--- config.mk ---
export PLATFORM = sky130hd
export DESIGN_NAME = cache_replacement_controller
export DESIGN_NICKNAME = d
export VERILOG_FILES = /design/src/rtl/cache_ctrl_pkg.sv /design/src/rtl/cache_perf_counters.sv /design/src/rtl/cache_replacement_controller.sv
export SDC_FILE = /design/constraint.sdc
export NUM_CORES = 1
export LEC_CHECK = 0
export BUFFER_PORTS_ARGS = -buffer_cell sky130_fd_sc_hd__buf_4
export CELL_PAD_IN_SITES_DETAIL_PLACEMENT = 0
export CELL_PAD_IN_SITES_GLOBAL_PLACEMENT = 2
export CORE_MARGIN = 2
export CORE_UTILIZATION = 24
export CTS_CLUSTER_DIAMETER = 100
export DETAILED_ROUTE_END_ITERATION = 8
export PLACE_DENSITY = 0.8
export SLEW_MARGIN = 0
export SYNTH_ARGS = -nofsm -noshare
export SYNTH_HDL_FRONTEND = slang
export SYNTH_SLANG_ARGS = --single-unit
--- constraint.sdc ---
create_clock -name clk -period 1.2 [get_ports clk]
set_input_delay 0.12 -clock clk [delete_from_list [all_inputs] [get_ports clk]]
set_output_delay 0.12 -clock clk [all_outputs]
set_load 0.005 [all_outputs]
--- src/rtl/cache_ctrl_pkg.sv ---
// Shared types and constants for the cache replacement controller.
package cache_ctrl_pkg;

    typedef enum logic [2:0] {
        ST_IDLE,
        ST_LOOKUP,
        ST_WB_REQ,
        ST_WB_WAIT,
        ST_FILL_REQ,
        ST_FILL_WAIT,
        ST_UPDATE,
        ST_RESPOND
    } cache_ctrl_state_t;

    localparam int unsigned PERF_CNT_WIDTH = 32;

endpackage

--- src/rtl/cache_perf_counters.sv ---
// Saturating hit/miss/writeback event counters for the cache replacement controller.
module cache_perf_counters
    import cache_ctrl_pkg::*;
(
    input  logic                      clk,
    input  logic                      reset,
    input  logic                      hit_inc,
    input  logic                      miss_inc,
    input  logic                      wb_inc,
    output logic [PERF_CNT_WIDTH-1:0] hit_count,
    output logic [PERF_CNT_WIDTH-1:0] miss_count,
    output logic [PERF_CNT_WIDTH-1:0] writeback_count
);

    always_ff @(posedge clk) begin
        if (reset) begin
            hit_count       <= '0;
            miss_count      <= '0;
            writeback_count <= '0;
        end else begin
            if (hit_inc && hit_count != '1)
                hit_count <= hit_count + PERF_CNT_WIDTH'(1);
            if (miss_inc && miss_count != '1)
                miss_count <= miss_count + PERF_CNT_WIDTH'(1);
            if (wb_inc && writeback_count != '1)
                writeback_count <= writeback_count + PERF_CNT_WIDTH'(1);
        end
    end

endmodule

--- src/rtl/cache_replacement_controller.sv ---
// Per-request lookup / writeback / fill / LRU-update sequencer for one set-associative cache.
// Optional performance counters are built when CACHE_PERF_COUNTERS_EN is defined.
module cache_replacement_controller
    import cache_ctrl_pkg::*;
#(
    parameter  int NUM_SETS   = 1,
    parameter  int ASSOC      = 2,
    parameter  int TAG_WIDTH  = 20,
    localparam int SET_SIZE   = (NUM_SETS > 1) ? $clog2(NUM_SETS) : 1,
    localparam int ASSOC_SIZE = $clog2(ASSOC)
) (
    input  logic                  clk,
    input  logic                  reset,
    input  logic                  req_valid,
    output logic                  req_ready,
    input  logic [SET_SIZE-1:0]   req_set,
    input  logic [TAG_WIDTH-1:0]  req_tag,
    output logic [SET_SIZE-1:0]   lookup_set,
    input  logic                  tag_hit,
    input  logic [ASSOC_SIZE-1:0] hit_way,
    input  logic [ASSOC_SIZE-1:0] victim_way,
    input  logic                  victim_valid,
    input  logic                  victim_dirty,
    input  logic [TAG_WIDTH-1:0]  victim_tag,
    output logic                  process_lru_counters,
    output logic [ASSOC_SIZE-1:0] lru_selected_way,
    output logic                  mem_req_valid,
    input  logic                  mem_req_ready,
    output logic                  mem_req_write,
    output logic [TAG_WIDTH-1:0]  mem_req_tag,
    input  logic                  mem_resp_valid,
    output logic                  fill_en,
    output logic [ASSOC_SIZE-1:0] fill_way,
    output logic                  resp_valid,
    output logic                  resp_hit
`ifdef CACHE_PERF_COUNTERS_EN
    ,
    output logic [PERF_CNT_WIDTH-1:0] hit_count,
    output logic [PERF_CNT_WIDTH-1:0] miss_count,
    output logic [PERF_CNT_WIDTH-1:0] writeback_count
`endif
);

    if (ASSOC < 2 || (ASSOC % 2) != 0) begin : g_assoc_check
        $error("cache_replacement_controller: ASSOC must be >1 and even");
    end

    cache_ctrl_state_t     state, state_nxt;
    logic [SET_SIZE-1:0]   set_q;
    logic [TAG_WIDTH-1:0]  tag_q;
    logic [TAG_WIDTH-1:0]  vtag_q;
    logic [ASSOC_SIZE-1:0] way_q;
    logic                  hit_q;

    // Way and victim tag are captured once in LOOKUP so later LRU churn cannot redirect the fill.
    always_ff @(posedge clk) begin
        if (reset) begin
            state  <= ST_IDLE;
            set_q  <= '0;
            tag_q  <= '0;
            vtag_q <= '0;
            way_q  <= '0;
            hit_q  <= 1'b0;
        end else begin
            state <= state_nxt;
            case (state)
                ST_IDLE: begin
                    if (req_valid) begin
                        set_q <= req_set;
                        tag_q <= req_tag;
                    end
                end
                ST_LOOKUP: begin
                    if (tag_hit) begin
                        way_q <= hit_way;
                        hit_q <= 1'b1;
                    end else begin
                        way_q  <= victim_way;
                        vtag_q <= victim_tag;
                        hit_q  <= 1'b0;
                    end
                end
                default: ;
            endcase
        end
    end

    always_comb begin
        state_nxt            = state;
        req_ready            = 1'b0;
        process_lru_counters = 1'b0;
        mem_req_valid        = 1'b0;
        mem_req_write        = 1'b0;
        mem_req_tag          = '0;
        fill_en              = 1'b0;
        resp_valid           = 1'b0;
        resp_hit             = 1'b0;
        case (state)
            ST_IDLE: begin
                req_ready = !reset;
                if (req_valid)
                    state_nxt = ST_LOOKUP;
            end
            ST_LOOKUP: begin
                if (tag_hit)
                    state_nxt = ST_UPDATE;
                else if (victim_valid && victim_dirty)
                    state_nxt = ST_WB_REQ;
                else
                    state_nxt = ST_FILL_REQ;
            end
            ST_WB_REQ: begin
                mem_req_valid = 1'b1;
                mem_req_write = 1'b1;
                mem_req_tag   = vtag_q;
                if (mem_req_ready)
                    state_nxt = ST_WB_WAIT;
            end
            ST_WB_WAIT: begin
                if (mem_resp_valid)
                    state_nxt = ST_FILL_REQ;
            end
            ST_FILL_REQ: begin
                mem_req_valid = 1'b1;
                mem_req_tag   = tag_q;
                if (mem_req_ready)
                    state_nxt = ST_FILL_WAIT;
            end
            ST_FILL_WAIT: begin
                if (mem_resp_valid) begin
                    fill_en   = 1'b1;
                    state_nxt = ST_UPDATE;
                end
            end
            ST_UPDATE: begin
                process_lru_counters = 1'b1;
                state_nxt            = ST_RESPOND;
            end
            ST_RESPOND: begin
                resp_valid = 1'b1;
                resp_hit   = hit_q;
                state_nxt  = ST_IDLE;
            end
            default: state_nxt = ST_IDLE;
        endcase
    end

    assign lookup_set       = set_q;
    assign lru_selected_way = way_q;
    assign fill_way         = way_q;

`ifdef CACHE_PERF_COUNTERS_EN
    cache_perf_counters u_perf (
        .clk             (clk),
        .reset           (reset),
        .hit_inc         (state == ST_RESPOND && hit_q),
        .miss_inc        (state == ST_RESPOND && !hit_q),
        .wb_inc          (state == ST_WB_REQ && mem_req_ready),
        .hit_count       (hit_count),
        .miss_count      (miss_count),
        .writeback_count (writeback_count)
    );
`endif

endmodule

## Word-level counts from Yosys, hierarchy flattened

Index checks and enable logic that the tools add are counted.

- Register bits: 46
- Output and inout port bits: 30
- Logic and storage cells: 45

- Equal/unequal tests: 12
- Muxes and demuxes: 19
- Bitwise operators: 1
- Reductions and logical operators: 7

Operators with widths:

| cell | count |
|---|---|
| one-hot mux 20 bit (2 select lines) | 1 |
| one-hot mux 3 bit (8 select lines) | 1 |
| 2-to-1 mux 3 bit | 7 |
| == test 3 bit, second input constant | 4 |
| 2-to-1 mux 1 bit | 10 |
| != test 2 bit, second input constant | 5 |
| == test 3 x 2 -> 1 bit, second input constant | 2 |
| AND reduction 5 bit | 1 |
| AND reduction 2 bit | 2 |
| == test 3 x 1 -> 1 bit, second input constant | 1 |
| logical NOT 3 bit | 1 |
| OR reduction 2 bit | 1 |
| logical AND 1 bit | 1 |
| logical NOT 1 bit | 1 |
| inverter 1 bit | 1 |

## Longest topological paths before layout

- Depth in word-level cells: 4
- Gate-level depth with buffers: 5

## Worst setup path before layout

OpenSTA, ideal clock, no wires.

- Path type: reg-to-reg
- Start point: register state[0]
- End point: register set_q (netlist: lookup_set)
- Library setup time: 0.132 ns
- Arrival time: 1.179 ns
- Required time: 1.068 ns
- Slack: -0.111 ns
- Stages on the path, launching flop included: 6
- Path buffers: 2
- Cells stage by stage: dfxtp_1 buf_4 or4b_4 buf_6 nand2_1 a21oi_1

- Word-level cells in the longest chain between the ends: 2

Ends and longest elaborated chain:

| what | RTL line | source |
|---|---|---|
| from (decl) | cache_replacement_controller.sv:48 | `cache_ctrl_state_t state, state_nxt;` |
| from (signal assigned) | cache_replacement_controller.sv:65 | `state <= state_nxt;` |
| logical NOT 3 bit | cache_replacement_controller.sv:66 | `case (state)` |
| AND reduction 2 bit (no line) | -- |  |
| to (signal assigned) | cache_replacement_controller.sv:69 | `set_q <= req_set;` |
| to (decl) | cache_replacement_controller.sv:49 | `logic [SET_SIZE-1:0] set_q;` |

No other way between the ends.
A chain may end at the register's enable or synchronous reset.

## Final worst setup path

- Start point: register state[2]
- End point: output port mem_req_tag[3]

- Word-level cells in the longest chain between the ends: 2

Ends and longest elaborated chain:

| what | RTL line | source |
|---|---|---|
| == test 3 bit / == test 3 x 2 -> 1 bit (equally long branches) | cache_replacement_controller.sv:98 | `case (state)` |
| one-hot mux 20 bit (2 select lines) * | cache_replacement_controller.sv:98 |  |
| to (decl) | cache_replacement_controller.sv:30 | `output logic [TAG_WIDTH-1:0] mem_req_tag,` |

Mark *: on every way between the ends. The rest lies on a longest branch, timed or not.

==> metrics.txt <==
CTS sink cnt 46; fin crit period 1.71 ns; Die Span Y 96.2 microns; Hold WC Path Type input pin to flip-flop; Die X 96.2 microns; Rows 33; most numerous cell in the Yosys netlist nand2_1; worst setup path start state[2]; wire length per cell 17.0 microns; element type at the critical path end output pin; synth cell count leaders 84 x nand2_1, 46 x dfxtp_1, 45 x a21oi_1; met2 Use GR 0.230; power density cells 1220 nW/um^2; yosys warns 0; Setup violations, final 73; status finished with violations; Top Usage Layer GRT met2; Worst Path Required 1.08 ns; Initial Utilization 0.249; CTS Root Cell clkbuf_8; Fin. Hold Viols 0; crit path kind flip-flop to output pin; CTS clk-pin slew, worst paths 0.10 ns; Tot GR Track Use 0.143; Worst Reg-to-Reg Cells 7; crit path DAT 1.59 ns; Max H-tree Level 2; CP max FO 10; syn_area_per_cell 8.27 sq um; top cells by area, synth dfxtp_1 45%, nand2_1 15%, a21oi_1 11%, a22o_1 8.6%, buf_6 3.9%; r2r startpoint state[1]; first-pass GRT wire length 9.96 mm; async set-reset flop share out of synthesis 0; worst-skew pair later-pin latency 0.31 ns; RSZ-0062 raised after global routing true; met3 Use GR 0.0345; #FFs+latches synth 46; core area 8220 sq um; fill cell count 825; Post-Synthesis Cells 247; drt initial violations 56; Area growth syn-to-layout 83.9%; hold_sp victim_tag[14]; PnR worst setup slack -0.511 ns; TritonCTS Buffers 5; final RePlAce weighted congestion 0.745; fmax 584 MHz; final setup skew 0.00885 ns; drt drc 0; worst setup slack after placement -0.207 ns; die area 9260 sq um; CTS tree yes; crit-path cells buf_6 > nand2b_4 > nor2_4 > clkbuf_16 > a22o_1 > buf_4; Hold Path Depth 3; startpoint types flip-flop; vias in the first global route 2023; PortBufs 80; Ports 81; post-route ant nets 0; share of cells above drive strength 1 0.639; grt total ovfl 0; count of unique library cells instantiated by Yosys 25; Max Cap Violations 0; cell accounting for the most synthesized area dfxtp_1; count of pins over their slew limit 0; top_reg_cell synth dfxtp_1; hold endpoint vtag_q[14]; Post-synth EDFFs 0; register area share after synthesis 0.451; Critical-path top delay cell dfxtp_4; largest net degree at the start of global routing 34; failing checks negative setup slack; Lkg Pwr 0.00159 uW; Slew HR 0.665; initial antenna violation count 0; Clock Path Buffers 2; routed via count 2230; Routed Wire Length 7.96 mm; Max stage delay on crit path 0.36 ns; final core occ 0.457; synthesized area 2040 sq um; GR Util met1 0.191; Final nets 413; post-synth top area share 0.451; post-DR vias/cell 4.76; final HPWL from detailed placement 4.13 mm; RR Endpoint tag_q[3]; actual slew at the worst max-slew pin 0.502 ns; DRT Pass-1 Iters 4; Post-Synthesis Net Count 298; # diodes 0; worst vdd ir 579 uV; R2R setup slack -0.47 ns; period utilization 1.43
==> cells in the final DEF (no fill, tap or decap), drive strengths merged <==
| cell type | Yosys | final |
|---|---|---|
| buf | 17 | 120 |
| and2 | 1 | 1 |
| a211oi | 1 | 1 |
| nand2 | 84 | 84 |
| clkinvlp | 0 | 2 |
| a22o | 20 | 20 |
| nor3b | 1 | 1 |
| dfxtp | 46 | 46 |
| or4b | 2 | 8 |
| clkbuf | 5 | 9 |
| nand3b | 1 | 1 |
| a221oi | 1 | 1 |
| a21oi | 45 | 45 |
| o31a | 1 | 1 |
| o22a | 1 | 1 |
| nand2b | 3 | 3 |
| nor4b | 2 | 2 |
| a311oi | 1 | 1 |
| nor2 | 9 | 9 |
| nor4 | 1 | 1 |
| a31o | 1 | 1 |
| inv | 0 | 1 |
| mux2i | 2 | 2 |
| and3 | 1 | 1 |
| or2b | 1 | 1 |
==> report_power, final <==
group          leakage, uW  switching, uW  internal [uW]  total (uW)
sequential        0.000377            101           1670        1770
clock            0.0000408            587            418        1000
combinational      0.00117            865            945        1810
==> cell type report <==
type	instances	area, sq um	share of cell area
Multi-Input combinational cell	185	1450	0.385
Timing Repair Buffer	124	1150	0.307
Sequential cell	46	932	0.248
Tap cell	105	131	0.0350
Clock buffer	5	68.8	0.0183
Clock inverter	3	23.8	0.00633
==> worst max-delay path: cells and delay by family (launching register included) <==
family / cells / cell delay, ns
buf+inv: 3 / 0.43
simple gates: 2 / 0.34
compound gates: 1 / 0.15
flops: 1 / 0.36
==> how the worst max path moves through the flow <==
stage / to / slack, ns
floorplan: lookup_set / -0.09
global placement: mem_req_tag[1] / -0.15
detailed placement: mem_req_tag[1] / -0.21
CTS: mem_req_tag[2] / -0.47
global route: mem_req_tag[12] / -0.53
finish: mem_req_tag[3] / -0.51
==> logic make-up after synthesis <==
family	count (synthesis)	share of synthesized area
buffers and inverters	22	0.0784
DFF	46	0.451
muxes	2	0.00980
AOI/OAI and AO/OA	71	0.221
and+or+nand+nor	106	0.240
==> timing repair <==
item	in CTS	in global routing
pin swaps	18	61
gates resized for setup	35	125
hold buffers	0	0
setup endpoints to repair	73	73
setup buffers	11	12
hold endpoints to repair	0	0
gates cloned	3	11
==> sequential cells by signal, indices dropped and copies added (netlist names) <==
register / count
state: 3
vtag_q: 20
hit_q: 1
lookup_set: 1
fill_way: 1
tag_q: 20
==> layer usage <==
| metal | wire length, microns | vias to the layer above |
|---|---|---|
| li1 | - | 1100 |
| met5 | 0 | - |
| met2 | 3840 | 59 |
| met3 | 494 | 5 |
| met1 | 3570 | 1066 |
| met4 | 44 | 0 |
==> stage by stage <==
stage          power [uW]  cells  hold WS [ns]  TNS (ns)  instance area (sq um)
6_report             4590    468        0.0464    -29.46                   3750
5_1_grt              4800    468        0.0346    -32.20                   3750
4_1_cts              4040    450        0.0468    -23.67                   3140
3_5_place_dp         2790    428         0.377    -10.65                   2790
3_3_place_gp         2780    428         0.371     -8.25                   2790
2_1_floorplan        2370    247         0.256     -3.42                   2050
Power figures use the tool's default switching activity.
